File: config.mk
export PLATFORM = sky130hd
export DESIGN_NAME = fetch_npc
export DESIGN_NICKNAME = d
export VERILOG_FILES = /design/src/rtl/fetch_npc.sv
export SDC_FILE = /design/constraint.sdc
export NUM_CORES = 1
export LEC_CHECK = 0
export BUFFER_PORTS_ARGS = -buffer_cell sky130_fd_sc_hd__buf_4
export CAP_MARGIN = 20
export CORE_MARGIN = 2
export CORE_UTILIZATION = 45
export DETAILED_ROUTE_END_ITERATION = 12
export GPL_TIMING_DRIVEN = 0
export PLACE_DENSITY = 0.81
export SYNTH_ARGS = -nofsm -noshare
export SYNTH_HDL_FRONTEND = slang
export SYNTH_SLANG_ARGS = --single-unit
File: constraint.sdc
create_clock -name clk -period 4.1 [get_ports clk]
set_input_delay 0.615 -clock clk [delete_from_list [all_inputs] [get_ports clk]]
set_output_delay 0.615 -clock clk [all_outputs]
set_load 0.005 [all_outputs]
File: src/rtl/fetch_npc.sv
// fetch_npc: IF stage and IF/ID pipeline register of the 5-stage MIPS core.
// It owns the fetch PC and latches the fetched word and its PC into D. It
// decodes the control-flow instruction in D and redirects fetch, using the
// branch decision from the D-stage comparator. There is one architectural
// delay slot and no flush. Redirect targets are word-aligned on load. A sticky
// flag records any redirect target whose low two bits were not zero.
module fetch_npc #(
    parameter logic [31:0] RESET_PC = 32'h0000_3000,
    parameter int unsigned CNT_W    = 16
) (
    input  logic             clk,
    input  logic             reset,
    input  logic             stall,
    input  logic [31:0]      instr_f,
    input  logic             judge,
    input  logic [31:0]      rs_d,
    output logic [31:0]      pc_f,
    output logic [31:0]      ir_d,
    output logic [31:0]      pc_d,
    output logic [31:0]      pc8_d,
    output logic [CNT_W-1:0] br_cnt,
    output logic [CNT_W-1:0] taken_cnt,
    output logic             misalign
);

    localparam logic [5:0] OP_SPECIAL = 6'b000000;
    localparam logic [5:0] OP_REGIMM  = 6'b000001;
    localparam logic [5:0] OP_J       = 6'b000010;
    localparam logic [5:0] OP_JAL     = 6'b000011;
    localparam logic [5:0] OP_BEQ     = 6'b000100;
    localparam logic [5:0] OP_BNE     = 6'b000101;
    localparam logic [5:0] FN_JR      = 6'b001000;
    localparam logic [5:0] FN_JALR    = 6'b001001;
    localparam logic [CNT_W-1:0] CNT_MAX = {CNT_W{1'b1}};

    logic [31:0]      r_pc_f;
    logic [31:0]      r_ir_d;
    logic [31:0]      r_pc_d;
    logic [CNT_W-1:0] r_br_cnt;
    logic [CNT_W-1:0] r_taken_cnt;
    logic             r_misalign;

    logic [5:0]  w_op;
    logic [5:0]  w_funct;
    logic        w_is_br;
    logic        w_is_j;
    logic        w_is_jr;
    logic [31:0] w_br_tgt;
    logic [31:0] w_j_tgt;
    logic        w_redirect;
    logic [31:0] w_tgt;
    logic [31:0] w_next_pc;
    logic        w_br_fire;
    logic        w_tgt_misaligned;

    assign w_op    = r_ir_d[31:26];
    assign w_funct = r_ir_d[5:0];

    // bgez shares the REGIMM opcode with bltz; rt[0] tells them apart
    assign w_is_br = (w_op == OP_BEQ) || (w_op == OP_BNE) ||
                     ((w_op == OP_REGIMM) && r_ir_d[16]);
    assign w_is_j  = (w_op == OP_J) || (w_op == OP_JAL);
    assign w_is_jr = (w_op == OP_SPECIAL) &&
                     ((w_funct == FN_JR) || (w_funct == FN_JALR));

    // Branch offset is relative to the delay slot. The jump region comes from
    // the jump's own PC.
    assign w_br_tgt = r_pc_d + 32'd4 + {{14{r_ir_d[15]}}, r_ir_d[15:0], 2'b00};
    assign w_j_tgt  = {r_pc_d[31:28], r_ir_d[25:0], 2'b00};

    // Pick the redirect source by priority: taken branch, jump, register jump
    always_comb begin
        w_redirect = 1'b0;
        w_tgt      = rs_d;
        if (w_is_br && judge) begin
            w_redirect = 1'b1;
            w_tgt      = w_br_tgt;
        end else if (w_is_j) begin
            w_redirect = 1'b1;
            w_tgt      = w_j_tgt;
        end else if (w_is_jr) begin
            w_redirect = 1'b1;
            w_tgt      = rs_d;
        end
    end

    assign w_tgt_misaligned = w_redirect && (w_tgt[1:0] != 2'b00);
    assign w_br_fire        = !stall && w_is_br;

    // Next fetch address. A stall freezes everything, so a branch held in D
    // is resolved only once, in its first non-stalled cycle.
    always_comb begin
        w_next_pc = r_pc_f + 32'd4;
        if (stall) begin
            w_next_pc = r_pc_f;
        end else if (w_redirect) begin
            w_next_pc = {w_tgt[31:2], 2'b00};
        end
    end

    // PC, IF/ID register, branch statistics and sticky misalign flag
    always_ff @(posedge clk) begin
        if (reset) begin
            r_pc_f      <= RESET_PC;
            r_ir_d      <= 32'd0;
            r_pc_d      <= RESET_PC;
            r_br_cnt    <= '0;
            r_taken_cnt <= '0;
            r_misalign  <= 1'b0;
        end else begin
            r_pc_f <= w_next_pc;
            if (!stall) begin
                r_ir_d <= instr_f;
                r_pc_d <= r_pc_f;
                if (w_tgt_misaligned) begin
                    r_misalign <= 1'b1;
                end
            end
            if (w_br_fire && (r_br_cnt != CNT_MAX)) begin
                r_br_cnt <= r_br_cnt + 1'b1;
            end
            if (w_br_fire && judge && (r_taken_cnt != CNT_MAX)) begin
                r_taken_cnt <= r_taken_cnt + 1'b1;
            end
        end
    end

    assign pc_f      = r_pc_f;
    assign ir_d      = r_ir_d;
    assign pc_d      = r_pc_d;
    assign pc8_d     = r_pc_d + 32'd8;
    assign br_cnt    = r_br_cnt;
    assign taken_cnt = r_taken_cnt;
    assign misalign  = r_misalign;

endmodule

## Yosys cells after proc, flatten, opt, wreduce, memory -nomap -nowiden

Index checks and enable logic that the tools add are counted.

- Register bits after elaboration: 129
- Input bits: 68
- Output and inout bits: 161

- Add/subtract/negate cells: 6
- Equal/unequal tests: 9
- Muxes and demuxes: 6
- Bitwise gates (word level): 1
- Reduce and logical (&&, ||, !) cells: 16

Operators with widths:

| cell | number |
|---|---|
| two-way mux 32 bit | 3 |
| adder 32 x 3 -> 32 bit, second input constant | 2 |
| adder 16 x 1 -> 16 bit, second input constant | 2 |
| adder 32 bit | 1 |
| adder 32 x 4 -> 32 bit, second input constant | 1 |
| inequality test 16 bit, second input constant | 2 |
| equality test 6 x 2 -> 1 bit, second input constant | 2 |
| equality test 6 x 3 -> 1 bit, second input constant | 2 |
| equality test 6 x 4 -> 1 bit, second input constant | 2 |
| logical AND 1 bit | 8 |
| equality test 6 x 1 -> 1 bit, second input constant | 1 |
| zero test 6 bit | 1 |
| logical OR 1 bit | 4 |
| two-way mux 1 bit | 3 |
| AND reduction 2 bit | 1 |
| nonzero test 2 bit | 1 |
| zero test 1 bit | 1 |
| inverter 1 bit | 1 |

## Depth between registers and ports, before layout

- Depth in word-level cells: 8
- Depth in mapped cells: 13
- Mapped depth without buffers: 13

## Worst setup path after synthesis

No wires, ideal clock.

- Path kind: register -> register
- From: register r_ir_d[15] (netlist: ir_d[15])
- To: register r_pc_f[28] (netlist: pc_f[28])
- Setup time: 0.127 ns
- Data arrival time: 2.887 ns
- Path slack: 1.086 ns
- Stages on the path, launching flop included: 11
- Path buffers: 0
- Period minus slack after synthesis: 3.014 ns
- Cell sequence: dfxtp_1 > ha_1 > ha_1 > a21oi_1 > o21ai_0 > nor2_1 > a211oi_1 > a211o_1 > a311o_1 > a2111oi_2 > nor3_1

- Longest elaborated chain between the ends: 3

RTL lines:

| what | line | source |
|---|---|---|
| start: declaration | 37 | `logic [31:0] r_ir_d;` |
| start signal: assignment | 113 | `r_ir_d <= instr_f;` |
| adder 32 bit | 68 | `assign w_br_tgt = r_pc_d + 32'd4 + {{14{r_ir_d[15]}}, r_ir_d[15:0], 2'b00};` |
| two-way mux 32 bit | 75 | `if (w_is_br && judge) begin` |
| two-way mux 32 bit | 96 | `end else if (w_redirect) begin` |
| end signal: assignment | 111 | `r_pc_f <= w_next_pc;` |
| end: declaration | 36 | `logic [31:0] r_pc_f;` |

No other way between the ends.
A chain may end at the register's enable or synchronous reset.

## Worst setup path in the final report

- From: register r_pc_d[3] (netlist: pc_d[3])
- To: register r_pc_f[29] (netlist: pc_f[29])

- Longest elaborated chain between the ends: 4

RTL lines:

| what | line | source |
|---|---|---|
| start: declaration | 38 | `logic [31:0] r_pc_d;` |
| start signal: assignment | 114 | `r_pc_d <= r_pc_f;` |
| adder 32 x 3 -> 32 bit | 68 |  |
| adder 32 bit | 68 |  |
| two-way mux 32 bit | 75 |  |
| two-way mux 32 bit | 96 |  |

No other way between the ends.

==> results.yml <==
status:
  outcome: "finished clean"
sta:
  rsz0062_at_grt: "false"
  setup_violations: 0
  max_freq_mhz: 266
  fin_crit_ns: 3.76
  drv_slew: 0
  slew-limit-headroom_pct: 22.9
  skew_ns: 0.00702
  finalCritPeriodShare_pct: 91.7
  holdWs_ns: 0.416
  hold_viol_final: 0
  worst_slew_pin_slew_ns: 1.16
  final.setup.tns_ns: 0
synth:
  ys_ff_latch: 125
  synth_cell_types: 70
  synth_edf_count: 0
  synthTopCellsByArea: "dfxtp_1, ha_1, mux2i_1"
  post-synth-top-area-cell: "dfxtp_1"
  synth.most_common_cell: "nor2_1"
  yosys.area.top_type_share_pct: 29.9
  syn-instance-count: 1056
  synth.avg_cell_area_um2: 7.93
  async_flop_share_pct: 0
  yosys_warnings: 0
  netlist_area_mm2: 0.00838
  synth_common_cells: "nor2_1, dfxtp_1, nand2_1"
  ys_seq_area_share_pct: 29.9
  ys.flop_type: "dfxtp_1"
routing:
  drt-initial-drc-count: 951
  drt-total-wl_um: 30500
  via_per_inst: 5.89
  drc_errors: 0
  vias: 9079
  first_pass_iters: 6
  ant_nets: 0
  wl_per_cell_um: 19.8
setup_path:
  crit_path_top_delay_cell: "o31ai_1"
  reg2reg_from: "pc_d[3]"
  path_cells: "ha_1 -> ha_1 -> fa_1 -> a211oi_1 -> or3_1 -> nand3_1 -> o31ai_1 -> o21ai_0 -> a211oi_1 -> xor2_1 -> a21oi_1"
  max_stage_delay_ns: 0.51
  r2r_end: "pc_f[29]"
  critPathRequiredTime_ns: 4.41
  crit_arrival_ns: 4.07
  critPathCaptureType: "register"
  worstSetupPathType: "reg2reg"
  reg2regPathDepth: 11
  critical_path_peak_fanout: 7
  start_kind: "register"
  crit_family: "compound AO/OA/AOI/OAI gates"
  reg2reg_slack_ns: 0.34
  worst-path-buf-inv: 0
global_route:
  grt_pass1_vias: 8229
  grt_max_degree: 19
  grt_usage_pct: 30.2
  antenna_found_initial: 0
  overflow: 0
  grt_pass1_wl_um: 46500
clock_network:
  cts-root-buf: "clkbuf_16"
  cts-resized-gates: 0
  cts_hold_buf: 0
  cts_buffers: 17
  htree_num_levels: 4
  clock-sinks: 125
  insertion_delay_ns: 0.43
  cts.path.max_buffers: 2
  post_cts_buffers: 0
  clkTransAtPathRegs_ns: 0.06
  cts_tree: "yes"
final_layout:
  fillers: 1643
  nets: 1430
  area_growth_pct: 30.4
  diodes: 0
  drive_gt1_share_pct: 21.2
floorplanning:
  rows: 49
  core_area_mm2: 0.0181
  dieHeight_um: 140
  io_pins: 229
  initial_core_util_pct: 46.3
  die_w_um: 140
  dieArea_mm2: 0.0197
placement:
  dp_hpwl_um: 23300
  io_buffer_count: 220
  gp_congestion: 1.01
power_and_ir_drop:
  p_leak_uw: 0.00509
  power.density_mw_per_mm2: 313
  vdd_drop_max_v: 0.000322
hold_path:
  min-delay-start: "instr_f[15]"
  min_to: "ir_d[15]"
  hold_class: "in2reg"
  min_path_cells: 3
job:
  cap_violations: 0
[power breakdown]
| part | switching [µW] | internal (µW) | leakage (µW) |
|---|---|---|---|
| Clock | 626 | 903 | 0.000281 |
| Sequential | 80.1 | 1260 | 0.00102 |
| Combinational | 305 | 247 | 0.00379 |
[worst register-to-register path: cells and delay by family, from the launching register on]
family,cells,cell delay (ns)
flip-flops,1,0.48
AND/OR/NAND/NOR,2,0.32
XOR/XNOR,1,0.18
adder cells (fa/ha/maj),3,0.99
AO/OA/AOI/OAI,5,1.67
[per-layer routing]
metal  share of wire [%]  global-route usage (%)
met1                  42                    40.0
met3                  11                    7.52
met2                  45                    47.8
met5                   0                       0
met4                 2.9                    10.9
[stage by stage]
stage               instance area, µm²  std cells  total power, µW  setup slack (ns)  util [%]
global route                     10900       1542             3530            0.0772      60.4
floorplan                         8390       1061             1640              1.09         -
global placement                 10300       1510             1890             0.428      57.1
finish                           10900       1542             3420             0.339      60.4
CTS                              10900       1542             3410             0.349      60.4
detailed placement               10300       1510             1900             0.411      57.1
[cell usage in the layout, fill, tap and decap left out, types with 7 or more instances in the layout]
master,n
a21oi_1,76
and2_1,7
inv_1,13
xor2_1,40
mux2i_1,70
and3_1,22
a211oi_1,10
clkbuf_1,45
dfxtp_1,125
ha_1,61
a31oi_1,10
o211ai_1,8
o21ai_0,46
buf_4,229
o31ai_1,7
nand2_1,118
or3_1,9
nand4_1,24
nor3_1,19
clkbuf_16,17
xnor2_1,40
a21o_1,14
nor2_1,142
nand3_1,48
[how the worst max path moves through the flow]
stage | startpoint | to | slack, ns | cells past startpoint
6_report | pc_d[3] | pc_f[29] | 0.34 | 11
5_1_grt | pc_d[3] | pc_f[21] | 0.08 | 11
4_1_cts | pc_d[3] | pc_f[29] | 0.35 | 11
3_5_place_dp | pc_d[3] | pc_f[29] | 0.41 | 11
3_3_place_gp | pc_d[3] | pc_f[29] | 0.43 | 11
2_1_floorplan | ir_d[15] | pc_f[28] | 1.09 | 10
[registers in the layout, indices dropped and copies added, names as in the netlist]
signal	flops
pc_f	30
pc_d	30
ir_d	32
misalign	1
taken_cnt	16
br_cnt	16
[area by class of cell]
cell class	instances	area [µm²]	area share, %
multi-input cells	857	5560	50.9
flip-flops and latches	125	2500	22.9
plain buffers	64	280	2.57
clock buffers	17	425	3.90
well taps	229	287	2.62
repair buffers	220	1650	15.1
clock inverters	15	163	1.49
inverters	15	56.3	0.516
[logic make-up after synthesis]
| family | Yosys count | share of synthesized area, % |
|---|---|---|
| adder cells (fa/ha/maj) | 62 | 9.35 |
| AND/OR/NAND/NOR | 416 | 22.9 |
| flip-flops | 125 | 29.9 |
| multiplexers | 70 | 8.37 |
| other | 1 | 0.0448 |
| AO/OA/AOI/OAI | 223 | 17.0 |
| buffers and inverters | 79 | 4.02 |
| XOR/XNOR | 80 | 8.37 |
No activity file was read; power rests on OpenSTA's default activity.
